--- config.mk ---
export PLATFORM = sky130hd
export DESIGN_NAME = serial_subtractor
export DESIGN_NICKNAME = d
export VERILOG_FILES = /design/src/rtl/serial_subtractor.sv
export SDC_FILE = /design/constraint.sdc
export NUM_CORES = 1
export LEC_CHECK = 0
export CAP_MARGIN = 5
export CORE_MARGIN = 2
export CORE_UTILIZATION = 45
export CTS_BUF_LIST = sky130_fd_sc_hd__clkbuf_16
export DETAILED_ROUTE_END_ITERATION = 10
export GPL_ROUTABILITY_DRIVEN = 0
export PLACE_DENSITY = 0.79
export SLEW_MARGIN = 20
export SYNTH_ARGS = -nofsm -noshare
export SYNTH_HDL_FRONTEND = slang
export SYNTH_SLANG_ARGS = --single-unit
export TNS_END_PERCENT = 1
--- constraint.sdc ---
create_clock -name CLK -period 1.5 [get_ports CLK]
set_input_delay 0.3 -clock CLK [delete_from_list [all_inputs] [get_ports CLK]]
set_output_delay 0.3 -clock CLK [all_outputs]
set_load 0.1 [all_outputs]
--- src/rtl/serial_subtractor.sv ---
// Bit-serial LSB-first W-bit subtractor: D = A - B - BIN over W cycles, START/DONE handshake.
// Optional ZERO/OVF flag outputs are enabled by defining SERIAL_SUBTRACTOR_FLAGS_EN.
module serial_subtractor #(
  parameter int W = 8
) (
  input  logic         CLK,
  input  logic         RST,
  input  logic         START,
  input  logic [W-1:0] A,
  input  logic [W-1:0] B,
  input  logic         BIN,
  output logic         BUSY,
  output logic         DONE,
  output logic [W-1:0] D,
  output logic         BOUT
`ifdef SERIAL_SUBTRACTOR_FLAGS_EN
  ,
  output logic         ZERO,
  output logic         OVF
`endif
);

  localparam int CW = (W > 1) ? $clog2(W) : 1;

  typedef enum logic [1:0] {
    IDLE,
    RUN,
    FIN
  } state_t;

  state_t         state, state_nxt;
  logic [W-1:0]   areg, breg;
  logic [W-2:0]   sreg;
  logic [W-1:0]   res_nxt;
  logic [W-1:0]   dreg;
  logic [CW-1:0]  cnt;
  logic           br, br_nxt, bout_r;
  logic           a0, b0, dbit, last, load;
`ifdef SERIAL_SUBTRACTOR_FLAGS_EN
  logic           zero_r, ovf_r;
`endif

  // Full-subtractor cell; the result register keeps only the W-1 settled bits,
  // the incoming bit completes the word on the final step.
  always_comb begin
    a0      = areg[0];
    b0      = breg[0];
    dbit    = a0 ^ b0 ^ br;
    br_nxt  = (~a0 & b0) | (~a0 & br) | (b0 & br);
    res_nxt = {dbit, sreg};
    last    = (cnt == CW'(W - 1));
  end

  always_comb begin
    state_nxt = state;
    BUSY      = 1'b0;
    DONE      = 1'b0;
    load      = 1'b0;
    case (state)
      IDLE: begin
        if (START) begin
          load      = 1'b1;
          state_nxt = RUN;
        end
      end
      RUN: begin
        BUSY = 1'b1;
        if (last) state_nxt = FIN;
      end
      FIN: begin
        DONE = 1'b1;
        if (START) begin
          load      = 1'b1;
          state_nxt = RUN;
        end else begin
          state_nxt = IDLE;
        end
      end
      default: state_nxt = IDLE;
    endcase
  end

  always_ff @(posedge CLK) begin
    if (RST) begin
      state  <= IDLE;
      areg   <= '0;
      breg   <= '0;
      sreg   <= '0;
      dreg   <= '0;
      cnt    <= '0;
      br     <= 1'b0;
      bout_r <= 1'b0;
`ifdef SERIAL_SUBTRACTOR_FLAGS_EN
      zero_r <= 1'b0;
      ovf_r  <= 1'b0;
`endif
    end else begin
      state <= state_nxt;
      if (load) begin
        areg <= A;
        breg <= B;
        br   <= BIN;
        cnt  <= '0;
      end else if (state == RUN) begin
        areg <= areg >> 1;
        breg <= breg >> 1;
        sreg <= res_nxt[W-1:1];
        br   <= br_nxt;
        cnt  <= cnt + CW'(1);
        if (last) begin
          dreg   <= res_nxt;
          bout_r <= br_nxt;
`ifdef SERIAL_SUBTRACTOR_FLAGS_EN
          // br here is the borrow into the MSB cell
          zero_r <= (res_nxt == '0);
          ovf_r  <= br ^ br_nxt;
`endif
        end
      end
    end
  end

  assign D    = dreg;
  assign BOUT = bout_r;
`ifdef SERIAL_SUBTRACTOR_FLAGS_EN
  assign ZERO = zero_r;
  assign OVF  = ovf_r;
`endif

endmodule

==> results of run 1 <==
[metal layers]
metal / vias to the layer above / wire length [um] / track usage [%]
met5: - / 0 / 0
met4: 0 / 61 / 7.50
met3: 6 / 109 / 3.80
met2: 30 / 1690 / 30.2
met1: 633 / 1470 / 22.5
li1: 672 / - / -
[cells in the mapped netlist, drive strengths merged]
| cell | count |
|---|---|
| dfxtp | 38 |
| nand2 | 36 |
| a21oi | 18 |
| nor3 | 13 |
| buf | 11 |
| nand3 | 11 |
| nor2 | 11 |
| a311oi | 9 |
| clkbuf | 4 |
| mux2i | 4 |
| o22ai | 4 |
| a22oi | 3 |
| ha | 2 |
| inv | 2 |
| nand2b | 2 |
| nor2b | 2 |
| a211oi | 1 |
| fa | 1 |
| nand3b | 1 |
| o21a | 1 |
| xnor2 | 1 |
[area by class of cell]
class                      instances  share of cell area, %
clock inverter                     3                  0.581
clock buffer                       5                   5.81
sequential                        38                   35.3
inverter                           2                  0.349
tap                               46                   2.67
timing repair buffer              41                   24.1
multi-input combinational        120                   31.2
[report_power, final]
| part | total, uW | internal (uW) | switching, uW |
|---|---|---|---|
| sequential | 1090 | 1060 | 31.0 |
| clock | 980 | 600 | 381 |
| combinational | 295 | 141 | 154 |
| total | 2370 | 1800 | 565 |
[cells by family after synthesis]
group	Yosys count
AND/OR/NAND/NOR	76
AO/OA/AOI/OAI	36
buffers and inverters	17
flip-flops	38
XOR/XNOR	1
adder cells (fa/ha/maj)	3
multiplexers	4
[metrics by stage]
step / hold slack, ns / util, % / setup WS [ns] / std cells / instance area [sq um]
4_1_cts: 0.462 / 64.4 / 0.0850 / 252 / 2130
3_5_place_dp: 0.454 / 60.2 / -0.0104 / 244 / 1990
5_1_grt: 0.467 / 65.0 / 0.0683 / 255 / 2150
3_3_place_gp: 0.443 / 60.2 / 0.0344 / 244 / 1990
2_1_floorplan: 0.437 / - / 0.0539 / 175 / 1530
6_report: 0.463 / 65.0 / 0.111 / 255 / 2150
[sequential cells by signal, summed over array words and instances (netlist names)]
name / flops
br: 1
BOUT: 1
areg: 8
breg: 8
cnt: 3
state: 2
D: 8
sreg: 7
[critical path, stage by stage (launching register included)]
cell,delay [ns]
dfxtp_1,0.42
nand2b_2,0.10
inv_2,0.11
buf_12,0.18
[final timing paths]
kind | startpoint | to | slack (ns)
worst min register to register | sreg[0]$_SDFFE_PP0P_ | sreg[0]$_SDFFE_PP0P_ | 0.46
worst min-delay path | sreg[0]$_SDFFE_PP0P_ | sreg[0]$_SDFFE_PP0P_ | 0.46
worst max register to register | cnt[0]$_SDFFE_PP0P_ | D[3]$_SDFFE_PP0P_ | 0.16
worst max-delay path | state[0]$_SDFFE_PP0P_ | BUSY | 0.11
[timing repair]
action | 4_1_cts | 5_1_grt
endpoints found under the hold margin | 0 | 0
setup buffers | 0 | 3
endpoints found under the setup margin | 0 | 2
==> flow_summary_export.csv, run 1 <==
group,metric,value,unit
outcome,outcome,"complete, no violations",
routing,via_count,1341,
yosys,syn_area_per_cell,8.74,sq um
yosys,synthAdderAreaFrac,2.95,%
cells_and_area,fin_nets,231,
sta,slew_viol_final,0,
clocking,h-tree-depth,2,
setup_path,endpoint_kind,"primary output",
sta,finClkSkew,0.00435,ns
setup_path,crit_fanout,5,
sta,fin_tns_setup,0,ns
clocking,worstSkewPairLatency,0.28,ns
clocking,cts_tree,"done",
cells_and_area,seq_area,761,sq um
routing,drt-total-wl,3330,um
setup_path,cp.arrival,1.09,ns
floorplan,rows,21,
clocking,cts.reportedPaths.clkPinSlew,0.05,ns
global_route,grt_use_total,18.0,%
global_route,first_global_vias,1265,
routing,drtIter0Drc,85,
yosys,ys_seq_elements,38,
yosys,synth_top_cell_area_share,49.8,%
sta,finalCritPeriodShare,92.6,%
setup_path,ff2ff_path_depth,6,
cells_and_area,multi_input_area,672,sq um
hold_path,hold_class,"reg2reg",
cells_and_area,final_common_cell,"dfxtp_1",
clocking,clockRootBuffer,"clkbuf_16",
power_and_ir_drop,p_leak,0.000786,uW
sta,layout_min_cycle_time,1.39,ns
clocking,cts_made_buffers,5,
clocking,cts-resized-gates,0,
yosys,synth_compound_area_share,16.0,%
floorplan,design.core.area,3310,sq um
placement,dp_hpwl,2140,um
global_route,grt_pass1_wl,5600,um
yosys,synth-simple-area-share,21.7,%
sta,rsz0062_at_grt,"false",
global_route,antenna_found_initial,0,
sta,report.final.hold_viol_count,0,
sta,setup_violations,0,
power_and_ir_drop,vdd_ir_drop_max,0.000559,V
global_route,grt_overflow,0,
cells_and_area,area_delta_synth_final,40.8,%
hold_path,min_path_cells,2,
placement,port_buffers,30,
yosys,synthCells,175,
floorplan,die_w,62.3,um
cells_and_area,most-common-layout-cells,"dfxtp_1 (38), nand2_1 (36), clkdlybuf4s50_1 (19)",
floorplan,die_area,3880,sq um
sta,tightest_slew,0.228,ns
routing,ant_nets,0,
yosys,synthXorXnorAreaFrac,0.573,%
sta,relSlewSlack,84.7,%
cells_and_area,drive_gt1_share,15.8,%
routing,drcViolationCount,0,
routing,detail_route.vias_per_cell,5.26,
sta,max_clock_freq,720,MHz
setup_path,critPathLaunchType,"register",
yosys,yosys.area.top_type,"dfxtp_1",
power_and_ir_drop,totalPowerFinal,2370,uW
cells_and_area,fill_cells,270,
yosys,synth_top_family_by_area,"simple AND/OR/NAND/NOR gates",
clocking,cts_sinks,38,
clocking,cts_hold_buf,0,
routing,drt-pass1-iter-count,4,
yosys,synthDistinctLibCells,27,
yosys,syn_nets,198,
run,drv_cap,0,
setup_path,required,1.20,ns
yosys,ys_seq_area_share,49.8,%
floorplan,start_util,46.2,%
yosys,synth_area_leaders,"dfxtp_1 (50%), nand2_1 (8.8%), a21oi_1 (5.9%), nor3_1 (4.3%), a311oi_1 (4.0%)",
global_route,grt_max_degree,39,
cells_and_area,antenna_cells,0,
floorplan,io_pins,31,
clocking,cts_buffer_depth,2,
yosys,ys_warn_count,0,
yosys,synthMuxAreaShare,2.62,%
power_and_ir_drop,cellPowerDensity,1100,nW/um^2
floorplan,fp.dieH,62.3,um
setup_path,worstSetupPathType,"reg2out",
yosys,netlist_area,1530,sq um
routing,wire_per_inst,13.0,um
(Power assumes the default switching activity.)
==> run 2: changes to the inputs <==
--- a/config.mk
+++ b/config.mk
@@ -10,7 +10,6 @@
 export CORE_UTILIZATION = 45
 export CTS_BUF_LIST = sky130_fd_sc_hd__clkbuf_16
 export DETAILED_ROUTE_END_ITERATION = 10
-export GPL_ROUTABILITY_DRIVEN = 0
 export PLACE_DENSITY = 0.79
 export SLEW_MARGIN = 20
 export SYNTH_ARGS = -nofsm -noshare
==> results of run 2 <==
No change in the layout: final DEF, timing and power equal those of run 1.
==> run 3: changes to the inputs <==
--- a/config.mk
+++ b/config.mk
@@ -10,7 +10,8 @@
 export CORE_UTILIZATION = 45
 export CTS_BUF_LIST = sky130_fd_sc_hd__clkbuf_16
 export DETAILED_ROUTE_END_ITERATION = 10
-export PLACE_DENSITY = 0.79
+export DONT_BUFFER_PORTS = 1
+export PLACE_DENSITY = 0.68
 export SLEW_MARGIN = 20
 export SYNTH_ARGS = -nofsm -noshare
 export SYNTH_HDL_FRONTEND = slang
==> run 3 against run 2 <==
Net effect:
- total power down 3.3%
- worst hold slack got worse by 0.38 ns
- via count is 7.6% lower
- wire length is 4.6% lower
- final cell count down 9.4%
- non-clock buffer count decreased by 24
- clock skew hardly changed
- combinational power is 23% lower
- final area shrank 16%
- register-to-register slack lost 0.05 ns
- clock power shrank 1%
- critical endpoint unchanged
==> flow_summary_export.csv, run 3 (same netlist as run 1, synthesis figures left out) <==
group,metric,value,unit
sta,fin_tns_setup,0,ns
sta,relSlewSlack,79.8,%
hold_path,hold_start,"RST",
cells_and_area,antenna_cells,0,
clocking,h-tree-depth,2,
sta,hold-worst-slack,0.0826,ns
floorplan,rows,21,
global_route,first_global_vias,1209,
cells_and_area,instances_no_fill,231,
floorplan,io_pins,31,
sta,finalCritPeriodShare,95.3,%
cells_and_area,area_delta_synth_final,17.8,%
routing,drtIter0Drc,77,
sta,timing.final.ws_setup,0.0701,ns
global_route,grt_max_degree,39,
setup_path,ff2ff_path_depth,5,
cells_and_area,drive_gt1_share,15.7,%
sta,report.final.hold_viol_count,0,
floorplan,design.core.area,3310,sq um
sta,slew_viol_final,0,
clocking,clockRootBuffer,"clkbuf_16",
cells_and_area,fin_nets,207,
setup_path,r2r_slack,0.11,ns
power_and_ir_drop,vdd_ir_drop_max,0.000667,V
setup_path,required,1.20,ns
routing,wire_per_inst,13.7,um
sta,layout_min_cycle_time,1.43,ns
sta,max_clock_freq,699,MHz
routing,drt-pass1-iter-count,5,
placement,dp_hpwl,2110,um
clocking,cts_buffer_depth,2,
cells_and_area,fill_cells,315,
setup_path,timing.rr.start,"cnt[0]$_SDFFE_PP0P_",
routing,via_count,1239,
global_route,grt_overflow,0,
routing,drcViolationCount,0,
clocking,worstSkewPairLatency,0.28,ns
setup_path,endpoint_kind,"primary output",
setup_path,rr_endpoint,"D[7]$_SDFFE_PP0P_",
routing,drt-total-wl,3170,um
cells_and_area,multi_input_area,672,sq um
clocking,cts_tree,"done",
floorplan,start_util,46.2,%
power_and_ir_drop,p_leak,0.000661,uW
sta,rsz0062_at_grt,"false",
floorplan,fp.dieH,62.3,um
sta,finClkSkew,0.00385,ns
placement,pre_cts_slack,0.109,ns
placement,dp.cells,222,
run,drv_cap,0,
placement,gp_congestion,0.837,
hold_path,hold_class,"in2reg",
clocking,cts_made_buffers,5,
setup_path,crit_start,"state[1]$_SDFFE_PP0P_",
cells_and_area,final_common_cell,"dfxtp_1",
placement,port_buffers,0,
setup_path,worstSetupPathType,"reg2out",
clocking,cts.reportedPaths.clkPinSlew,0.05,ns
global_route,antenna_found_initial,0,
cells_and_area,seq_area,762,sq um
setup_path,cp.arrival,1.13,ns
routing,detail_route.vias_per_cell,5.36,
setup_path,endpoint,"BUSY",
routing,ant_nets,0,
cells_and_area,most-common-layout-cells,"dfxtp_1 (37), nand2_1 (36), a21oi_1 (18)",
global_route,grt_use_total,18.4,%
setup_path,crit_fanout,8,
floorplan,die_area,3880,sq um
outcome,outcome,"complete, no violations",
power_and_ir_drop,cellPowerDensity,1270,nW/um^2
sta,setup_violations,0,
sta,tightest_slew,0.303,ns
global_route,grt_pass1_wl,5550,um
power_and_ir_drop,totalPowerFinal,2290,uW
clocking,cts_sinks,38,
setup_path,critPathLaunchType,"register",
floorplan,die_w,62.3,um
## run 3: cell types whose count changed in the layout (fill, tap and decap cells not counted)
| cell | delta |
|---|---|
| buf_12 | -10 |
| buf_4 | +5 |
| clkdlybuf4s50_1 | -19 |
| dfxtp_1 | -1 |
| dfxtp_2 | +1 |
## run 3: area by class of cell
| class | count | share of cell area (%) |
|---|---|---|
| inverter | 2 | 0.417 |
| tap | 46 | 3.19 |
| sequential | 38 | 42.3 |
| clock inverter | 3 | 0.694 |
| multi-input combinational | 120 | 37.3 |
| timing repair buffer | 17 | 9.17 |
| clock buffer | 5 | 6.94 |
## run 3: worst max-delay path, cell delays in order (launching register included)
cell and delay [ns]:
dfxtp_1 0.31, nand2b_2 0.18, inv_2 0.16, buf_12 0.20
## run 3: stage by stage
| step | instance area (sq um) | utilization (%) |
|---|---|---|
| 2_1_floorplan | 1530 | - |
| 3_3_place_gp | 1660 | 50.0 |
| 3_5_place_dp | 1660 | 50.0 |
| 4_1_cts | 1790 | 54.2 |
| 5_1_grt | 1800 | 54.4 |
| 6_report | 1800 | 54.4 |
## run 3: how the worst min path moves through the flow
stage               cells past startpoint                    to
global placement                        1  areg[3]$_SDFFE_PP0P_
CTS                                     1  breg[6]$_SDFFE_PP0P_
finish                                  1  breg[6]$_SDFFE_PP0P_
floorplan                               2  sreg[0]$_SDFFE_PP0P_
detailed placement                      1  breg[6]$_SDFFE_PP0P_
global route                            1  breg[6]$_SDFFE_PP0P_
## run 3: routing by layer
layer / track usage, % / wire length [um] / up-vias
met5: 0 / 0 / -
li1: - / - / 625
met3: 9.06 / 241 / 4
met4: 8.33 / 33 / 0
met1: 21.7 / 1430 / 580
met2: 28.3 / 1470 / 30
## run 3: timing repair
item / 4_1_cts / 5_1_grt
setup buffers: 0 / 1
resized for setup: 0 / 1
hold buffers: 0 / 0
setup endpoints to repair: 0 / 6
## run 3: where the power goes
group / switching, uW / leakage (uW) / internal [uW]
Combinational: 133 / 0.000278 / 94.7
Sequential: 29.8 / 0.000311 / 1060
Clock: 370 / 0.0000724 / 599
Total: 533 / 0.000661 / 1750
